==> config.mk <==
export PLATFORM = sky130hd
export DESIGN_NAME = modrm_field_sequencer_flat
export DESIGN_NICKNAME = d
export VERILOG_FILES = /design/src/rtl/modrm_field_sequencer_if.sv /design/src/rtl/modrm_field_sequencer.sv /design/src/flat_wrapper.sv
export SDC_FILE = /design/constraint.sdc
export NUM_CORES = 1
export LEC_CHECK = 0
export ABC_AREA = 1
export CORE_ASPECT_RATIO = 0.8
export CORE_MARGIN = 4
export CORE_UTILIZATION = 35
export DETAILED_ROUTE_END_ITERATION = 8
export SYNTH_ARGS = -nofsm -noshare
export SYNTH_HDL_FRONTEND = slang
export SYNTH_SLANG_ARGS = --single-unit
==> constraint.sdc <==
create_clock -name clk -period 2.2 [get_ports clk]
set_input_delay 0.22 -clock clk [delete_from_list [all_inputs] [get_ports clk]]
set_output_delay 0.22 -clock clk [all_outputs]
set_load 0.05 [all_outputs]
==> src/rtl/modrm_field_sequencer_if.sv <==
// Byte stream in, addressing-field record out, for the ModRM field sequencer.
//
// Handshake rules (both channels): a transfer happens on the rising clk edge
// where valid and ready are both 1. The sender holds its payload stable while
// valid is 1 and ready is 0. The sequencer never makes out_valid depend on
// out_ready. in_ready is combinational from state and reset only, never from
// in_valid.
interface modrm_field_sequencer_if #(
   parameter int DISP_W = 32
);
   logic              in_valid;
   logic [7:0]        in_byte;
   logic              addr16;
   logic              in_ready;
   logic              out_valid;
   logic              out_ready;
   logic [7:0]        modrm;
   logic [7:0]        sib;
   logic              sib_present;
   logic              disp_present;
   logic [1:0]        disp_size;
   logic [DISP_W-1:0] disp;
   logic [2:0]        length;
   logic [1:0]        state_dbg;

   // Byte producer / record consumer side
   modport master (
      output in_valid, in_byte, addr16, out_ready,
      input  in_ready, out_valid, modrm, sib, sib_present, disp_present,
             disp_size, disp, length, state_dbg
   );

   // Sequencer side
   modport slave (
      input  in_valid, in_byte, addr16, out_ready,
      output in_ready, out_valid, modrm, sib, sib_present, disp_present,
             disp_size, disp, length, state_dbg
   );
endinterface

==> src/rtl/modrm_field_sequencer.sv <==
// Byte-serial ModRM decoder: takes ModRM, optional SIB and a little-endian
// displacement one byte per cycle, then presents one sign-extended record.
module modrm_field_sequencer #(
   parameter bit ADDR16_EN = 1'b1,
   parameter int DISP_W    = 32
) (
   input logic                    clk,
   input logic                    rst_n,
   input logic                    flush,
   modrm_field_sequencer_if.slave bus
);

   typedef enum logic [1:0] {
      S_MODRM = 2'd0,
      S_SIB   = 2'd1,
      S_DISP  = 2'd2,
      S_DONE  = 2'd3
   } state_t;

   state_t      state_q, state_d;
   logic [7:0]  modrm_q, sib_q;
   logic        sib_present_q, disp_present_q;
   logic [1:0]  disp_size_q;
   logic [31:0] raw_q;
   logic [2:0]  length_q;
   logic [1:0]  cnt_q;

   logic        accept;
   logic        m16;
   logic        dec_sib;
   logic [1:0]  dec_size;
   logic [1:0]  sib_size;
   logic [1:0]  last_cnt;
   logic [1:0]  mod_in;
   logic [2:0]  rm_in;

   assign bus.in_ready = rst_n && (state_q != S_DONE);
   assign accept       = bus.in_valid && bus.in_ready;
   assign m16          = bus.addr16 & ADDR16_EN;
   assign mod_in       = bus.in_byte[7:6];
   assign rm_in        = bus.in_byte[2:0];

   // ModRM decode of the incoming byte; SIB base=101 with mod=00 forces disp32
   always_comb begin
      dec_sib  = 1'b0;
      dec_size = 2'b00;
      if (m16) begin
         if (mod_in == 2'b01)
            dec_size = 2'b01;
         else if (mod_in == 2'b10 || (mod_in == 2'b00 && rm_in == 3'b110))
            dec_size = 2'b10;
      end else begin
         dec_sib = (mod_in != 2'b11) && (rm_in == 3'b100);
         if (mod_in == 2'b01)
            dec_size = 2'b01;
         else if (mod_in == 2'b10 || (mod_in == 2'b00 && rm_in == 3'b101))
            dec_size = 2'b11;
      end
      sib_size = (modrm_q[7:6] == 2'b00 && rm_in == 3'b101) ? 2'b11 : disp_size_q;
      case (disp_size_q)
         2'b01:   last_cnt = 2'd0;
         2'b10:   last_cnt = 2'd1;
         default: last_cnt = 2'd3;
      endcase
   end

   // State register
   always_ff @(posedge clk) begin
      if (!rst_n) state_q <= S_MODRM;
      else        state_q <= state_d;
   end

   // Next-state logic; flush wins over any handshake
   always_comb begin
      state_d = state_q;
      if (flush) begin
         state_d = S_MODRM;
      end else begin
         case (state_q)
            S_MODRM: if (accept)
               state_d = dec_sib ? S_SIB : ((dec_size != 2'b00) ? S_DISP : S_DONE);
            S_SIB:   if (accept)
               state_d = (sib_size != 2'b00) ? S_DISP : S_DONE;
            S_DISP:  if (accept && cnt_q == last_cnt)
               state_d = S_DONE;
            S_DONE:  if (bus.out_ready)
               state_d = S_MODRM;
            default: state_d = S_MODRM;
         endcase
      end
   end

   // Record capture; fields stay put until the next ModRM byte is accepted
   always_ff @(posedge clk) begin
      if (!rst_n) begin
         modrm_q        <= '0;
         sib_q          <= '0;
         sib_present_q  <= 1'b0;
         disp_present_q <= 1'b0;
         disp_size_q    <= 2'b00;
         raw_q          <= '0;
         length_q       <= '0;
         cnt_q          <= '0;
      end else if (flush) begin
         length_q <= '0;
         cnt_q    <= '0;
      end else begin
         case (state_q)
            S_MODRM: if (accept) begin
               modrm_q        <= bus.in_byte;
               sib_q          <= '0;
               sib_present_q  <= 1'b0;
               disp_present_q <= (dec_size != 2'b00);
               disp_size_q    <= dec_size;
               raw_q          <= '0;
               length_q       <= 3'd1;
               cnt_q          <= '0;
            end
            S_SIB: if (accept) begin
               sib_q          <= bus.in_byte;
               sib_present_q  <= 1'b1;
               disp_size_q    <= sib_size;
               disp_present_q <= (sib_size != 2'b00);
               length_q       <= length_q + 3'd1;
            end
            S_DISP: if (accept) begin
               raw_q[{cnt_q, 3'b000} +: 8] <= bus.in_byte;
               cnt_q                       <= cnt_q + 2'd1;
               length_q                    <= length_q + 3'd1;
            end
            S_DONE: if (bus.out_ready) begin
               cnt_q <= '0;
            end
            default: ;
         endcase
      end
   end

   // Sign-extend the collected displacement from its natural width
   always_comb begin
      bus.disp = '0;
      case (disp_size_q)
         2'b01:   bus.disp = DISP_W'($signed(raw_q[7:0]));
         2'b10:   bus.disp = DISP_W'($signed(raw_q[15:0]));
         2'b11:   bus.disp = DISP_W'($signed(raw_q));
         default: bus.disp = '0;
      endcase
   end

   assign bus.out_valid    = (state_q == S_DONE);
   assign bus.modrm        = modrm_q;
   assign bus.sib          = sib_q;
   assign bus.sib_present  = sib_present_q;
   assign bus.disp_present = disp_present_q;
   assign bus.disp_size    = disp_size_q;
   assign bus.length       = length_q;
   assign bus.state_dbg    = state_q;

endmodule

==> src/flat_wrapper.sv <==
// flat-port wrapper written by rule: the top's interface ports become plain ports
module modrm_field_sequencer_flat 
#(
   parameter bit ADDR16_EN = 1'b1,
   parameter int DISP_W    = 32
)
  (clk, rst_n, flush, bus_in_valid, bus_in_byte, bus_addr16, bus_out_ready, bus_in_ready, bus_out_valid, bus_modrm, bus_sib, bus_sib_present, bus_disp_present, bus_disp_size, bus_disp, bus_length, bus_state_dbg);
  modrm_field_sequencer_if #(.DISP_W(DISP_W)) bus_i ();
  input logic clk;
  input logic rst_n;
  input logic flush;
  input wire logic [$bits(bus_i.in_valid)-1:0] bus_in_valid;
  input wire logic [$bits(bus_i.in_byte)-1:0] bus_in_byte;
  input wire logic [$bits(bus_i.addr16)-1:0] bus_addr16;
  input wire logic [$bits(bus_i.out_ready)-1:0] bus_out_ready;
  output wire logic [$bits(bus_i.in_ready)-1:0] bus_in_ready;
  output wire logic [$bits(bus_i.out_valid)-1:0] bus_out_valid;
  output wire logic [$bits(bus_i.modrm)-1:0] bus_modrm;
  output wire logic [$bits(bus_i.sib)-1:0] bus_sib;
  output wire logic [$bits(bus_i.sib_present)-1:0] bus_sib_present;
  output wire logic [$bits(bus_i.disp_present)-1:0] bus_disp_present;
  output wire logic [$bits(bus_i.disp_size)-1:0] bus_disp_size;
  output wire logic [$bits(bus_i.disp)-1:0] bus_disp;
  output wire logic [$bits(bus_i.length)-1:0] bus_length;
  output wire logic [$bits(bus_i.state_dbg)-1:0] bus_state_dbg;
  assign bus_i.in_valid = bus_in_valid;
  assign bus_i.in_byte = bus_in_byte;
  assign bus_i.addr16 = bus_addr16;
  assign bus_i.out_ready = bus_out_ready;
  assign bus_in_ready = bus_i.in_ready;
  assign bus_out_valid = bus_i.out_valid;
  assign bus_modrm = bus_i.modrm;
  assign bus_sib = bus_i.sib;
  assign bus_sib_present = bus_i.sib_present;
  assign bus_disp_present = bus_i.disp_present;
  assign bus_disp_size = bus_i.disp_size;
  assign bus_disp = bus_i.disp;
  assign bus_length = bus_i.length;
  assign bus_state_dbg = bus_i.state_dbg;
  modrm_field_sequencer #(.ADDR16_EN(ADDR16_EN), .DISP_W(DISP_W)) u_core (.clk(clk), .rst_n(rst_n), .flush(flush), .bus(bus_i));
endmodule
==> impl_metrics.csv <==
group,metric,value,unit
outcome,status,"finished clean",
synthesis,synthCells,517,
synthesis,synth.area.top_cells,"dfxtp_1, nand2_1, nor2_1",
global_routing,grt_pass1_vias,3230,
place,place_congestion,0.908,
final_layout,nets,620,
clock_tree,htreeDepth,3,
die,core_area,9150,sq um
timing,fmax,475,MHz
timing,worstMarginPinSlew,0.634,ns
timing,setup_viol,0,
final_layout,syn_to_final_growth,46.7,%
detailed_routing,drtPass1Iterations,5,
timing,fin_tns_setup,0,ns
final_layout,layout_common_cells,"nand2_1, nor2_1, inv_1",
setup_path,arrival,1.88,ns
clock_tree,cts_made_buffers,9,
setup_path,crit_type,"flop to output pin",
die,die_h,95.0,um
place,io_buffers,72,
timing,fin_crit,2.10,ns
power_and_ir_drop,peakVddDrop,0.266,mV
synthesis,synth.distinct_cells,30,
die,start_util,0.362,
timing,hold_violations,0,
detailed_routing,drt_iter0_drc,246,
power_and_ir_drop,p_per_area,626,nW/um^2
detailed_routing,via_count,3408,
place,pre_cts_slack,0.238,ns
detailed_routing,drt-vias-per-instance,4.79,
synthesis,synth_seq_cells,59,
power_and_ir_drop,cellLeakagePower,0.00224,uW
final_layout,fin_area,4860,sq um
timing,grt_setup_unrepaired,"no",
worst_hold_path,hp-class,"flop to flop",
die,die_x,117,um
synthesis,synth_top_cell_area_share,0.357,
final_layout,fillers,884,
die,die_area,11100,sq um
synthesis,yosysSeqAreaShare,0.357,
run,maxCapViolCount,0,
detailed_routing,drc,0,
die,io_pins,73,
setup_path,end_kind,"output pin",
place,hpwl,7000,um
setup_path,cp.required,1.98,ns
final_layout,drive_gt1_frac,0.146,
global_routing,track_usage,0.175,
global_routing,grt_overflow_total,0,
global_routing,grt_pass1_wl,15400,um
timing,maxSlewViolCount,0,
timing,min_period_over_period,0.956,
clock_tree,root_buffer,"clkbuf_16",
place,placed_area,4520,sq um
synthesis,synth_largest_area_cell,"dfxtp_1",
clock_tree,clk_latency,0.32,ns
clock_tree,cts_setup_buffers,0,
place,dp.cells,696,
clock_tree,clock_sinks,59,
setup_path,startpoint_type,"flop",
die,rows,31,
clock_tree,cts_max_path_buffers,2,
timing,whs,0.449,ns
global_routing,grt_max_degree,45,
synthesis,synth.avg_cell_area,6.40,sq um
timing,setup_ws,0.0969,ns
synthesis,syn-cell-area,3310,sq um
detailed_routing,antenna_left,0,
detailed_routing,avgRoutedWirePerCell,13.0,um
final_layout,instances_no_fill,711,
final_layout,antenna_cells,0,
detailed_routing,wirelength,9270,um
final_layout,layout_commonest_cell,"nand2_1",
setup_path,critical_path.max_fanout,8,
timing,fin_skew,0.00467,ns
clock_tree,clk_pin_slew,0.05,ns
synthesis,syn_nets,545,
synthesis,yosys_warnings,0,
global_routing,antenna_found_initial,0,
clock_tree,cts_tree,"done",
timing,slew_headroom,0.576,
==> sequential cells by signal, indices dropped and copies added, names as in the netlist <==
register and cells:
u_core.bus.disp_size 2, u_core.bus.length 3, u_core.bus.modrm 8, u_core.bus.sib_present 1, u_core.bus.sib 8, u_core.raw_q 32, u_core.cnt_q 2, u_core.bus.state_dbg 2
u_core.bus.disp_present 1
==> power breakdown <==
part / switching (uW) / total, uW / leakage (uW) / internal [uW]
Combinational: 322 / 481 / 0.00162 / 159
Clock: 474 / 1400 / 0.000144 / 928
Sequential: 33.9 / 1160 / 0.000480 / 1120
Total: 829 / 3040 / 0.00224 / 2210
==> routing by layer <==
layer | global-route usage | vias up | share of wire
li1 | - | 1766 | -
met1 | 0.249 | 1525 | 0.49
met2 | 0.252 | 104 | 0.42
met3 | 0.0410 | 13 | 0.065
met4 | 0.0764 | 0 | 0.019
met5 | 0 | - | 0
==> metrics by stage <==
| step | util | total power, uW |
|---|---|---|
| after floorplan | - | 1490 |
| after global placement | 0.494 | 1640 |
| final | 0.530 | 3040 |
| after CTS | 0.528 | 3060 |
| after global routing | 0.530 | 3170 |
| after detailed placement | 0.494 | 1650 |
==> cells by family (layout without fill, tap and decap cells) <==
| family | after synthesis | in the layout | share of synthesized area |
|---|---|---|---|
| simple gates | 246 | 246 | 0.315 |
| compound gates | 100 | 100 | 0.156 |
| buf+inv | 97 | 176 | 0.116 |
| flops | 59 | 59 | 0.357 |
| fa+ha+maj | 14 | 14 | 0.0529 |
| xor+xnor | 1 | 1 | 0.00265 |
==> worst max-delay path, stage by stage, from the launching register on <==
cell and delay (ns):
dfxtp_1 0.47, inv_1 0.13, ha_1 0.32, nor3_2 0.18, buf_4 0.21, nor2_1 0.10
buf_12 0.15
==> worst paths after layout <==
check / start / endpoint / slack, ns / cells after the start
worst min register to register: u_core.raw_q[30] / u_core.raw_q[30] / 0.45 / 2
worst max register to register: u_core.bus.state_dbg[0] / u_core.raw_q[16] / 0.22 / 9
worst max-delay path: u_core.bus.disp_size[0] / bus_disp[0] / 0.1 / 6
worst min-delay path: u_core.raw_q[30] / u_core.raw_q[30] / 0.45 / 2
==> cell usage after synthesis <==
library cell    n
a21oi_1        43
a21oi_2         1
buf_1           2
buf_2           2
buf_4           1
buf_6           2
clkbuf_1       13
clkinv_1        1
dfxtp_1        59
ha_1           14
inv_1          74
inv_2           2
nand2_1       123
nand2_2         1
nand2_4         1
nand3_1        26
nand3_2         2
nand3_4         1
nand4_1         1
nor2_1         84
nor2_4          2
nor2_8          1
nor3_1          2
nor3_2          1
nor4_2          1
o211ai_2        1
o21ai_0        51
o21ai_1         3
o21ai_2         1
xnor2_1         1
==> cell type report <==
cell class	count	area, sq um	area share
inverters	77	293	0.0603
clock inverters	4	50.0	0.0103
well taps	115	144	0.0296
repair buffers	84	1140	0.236
multi-input cells	361	1790	0.369
clock buffers	11	253	0.0520
flip-flops and latches	59	1180	0.243
==> what timing repair did <==
item / CTS / global route
hold buffers: 0 / 0
gates resized for setup: 2 / 6
hold endpoints to repair: 0 / 0
endpoints found under the setup margin: 17 / 25
cloned: 0 / 0
Note: power is estimated with default switching activity, not from simulation.
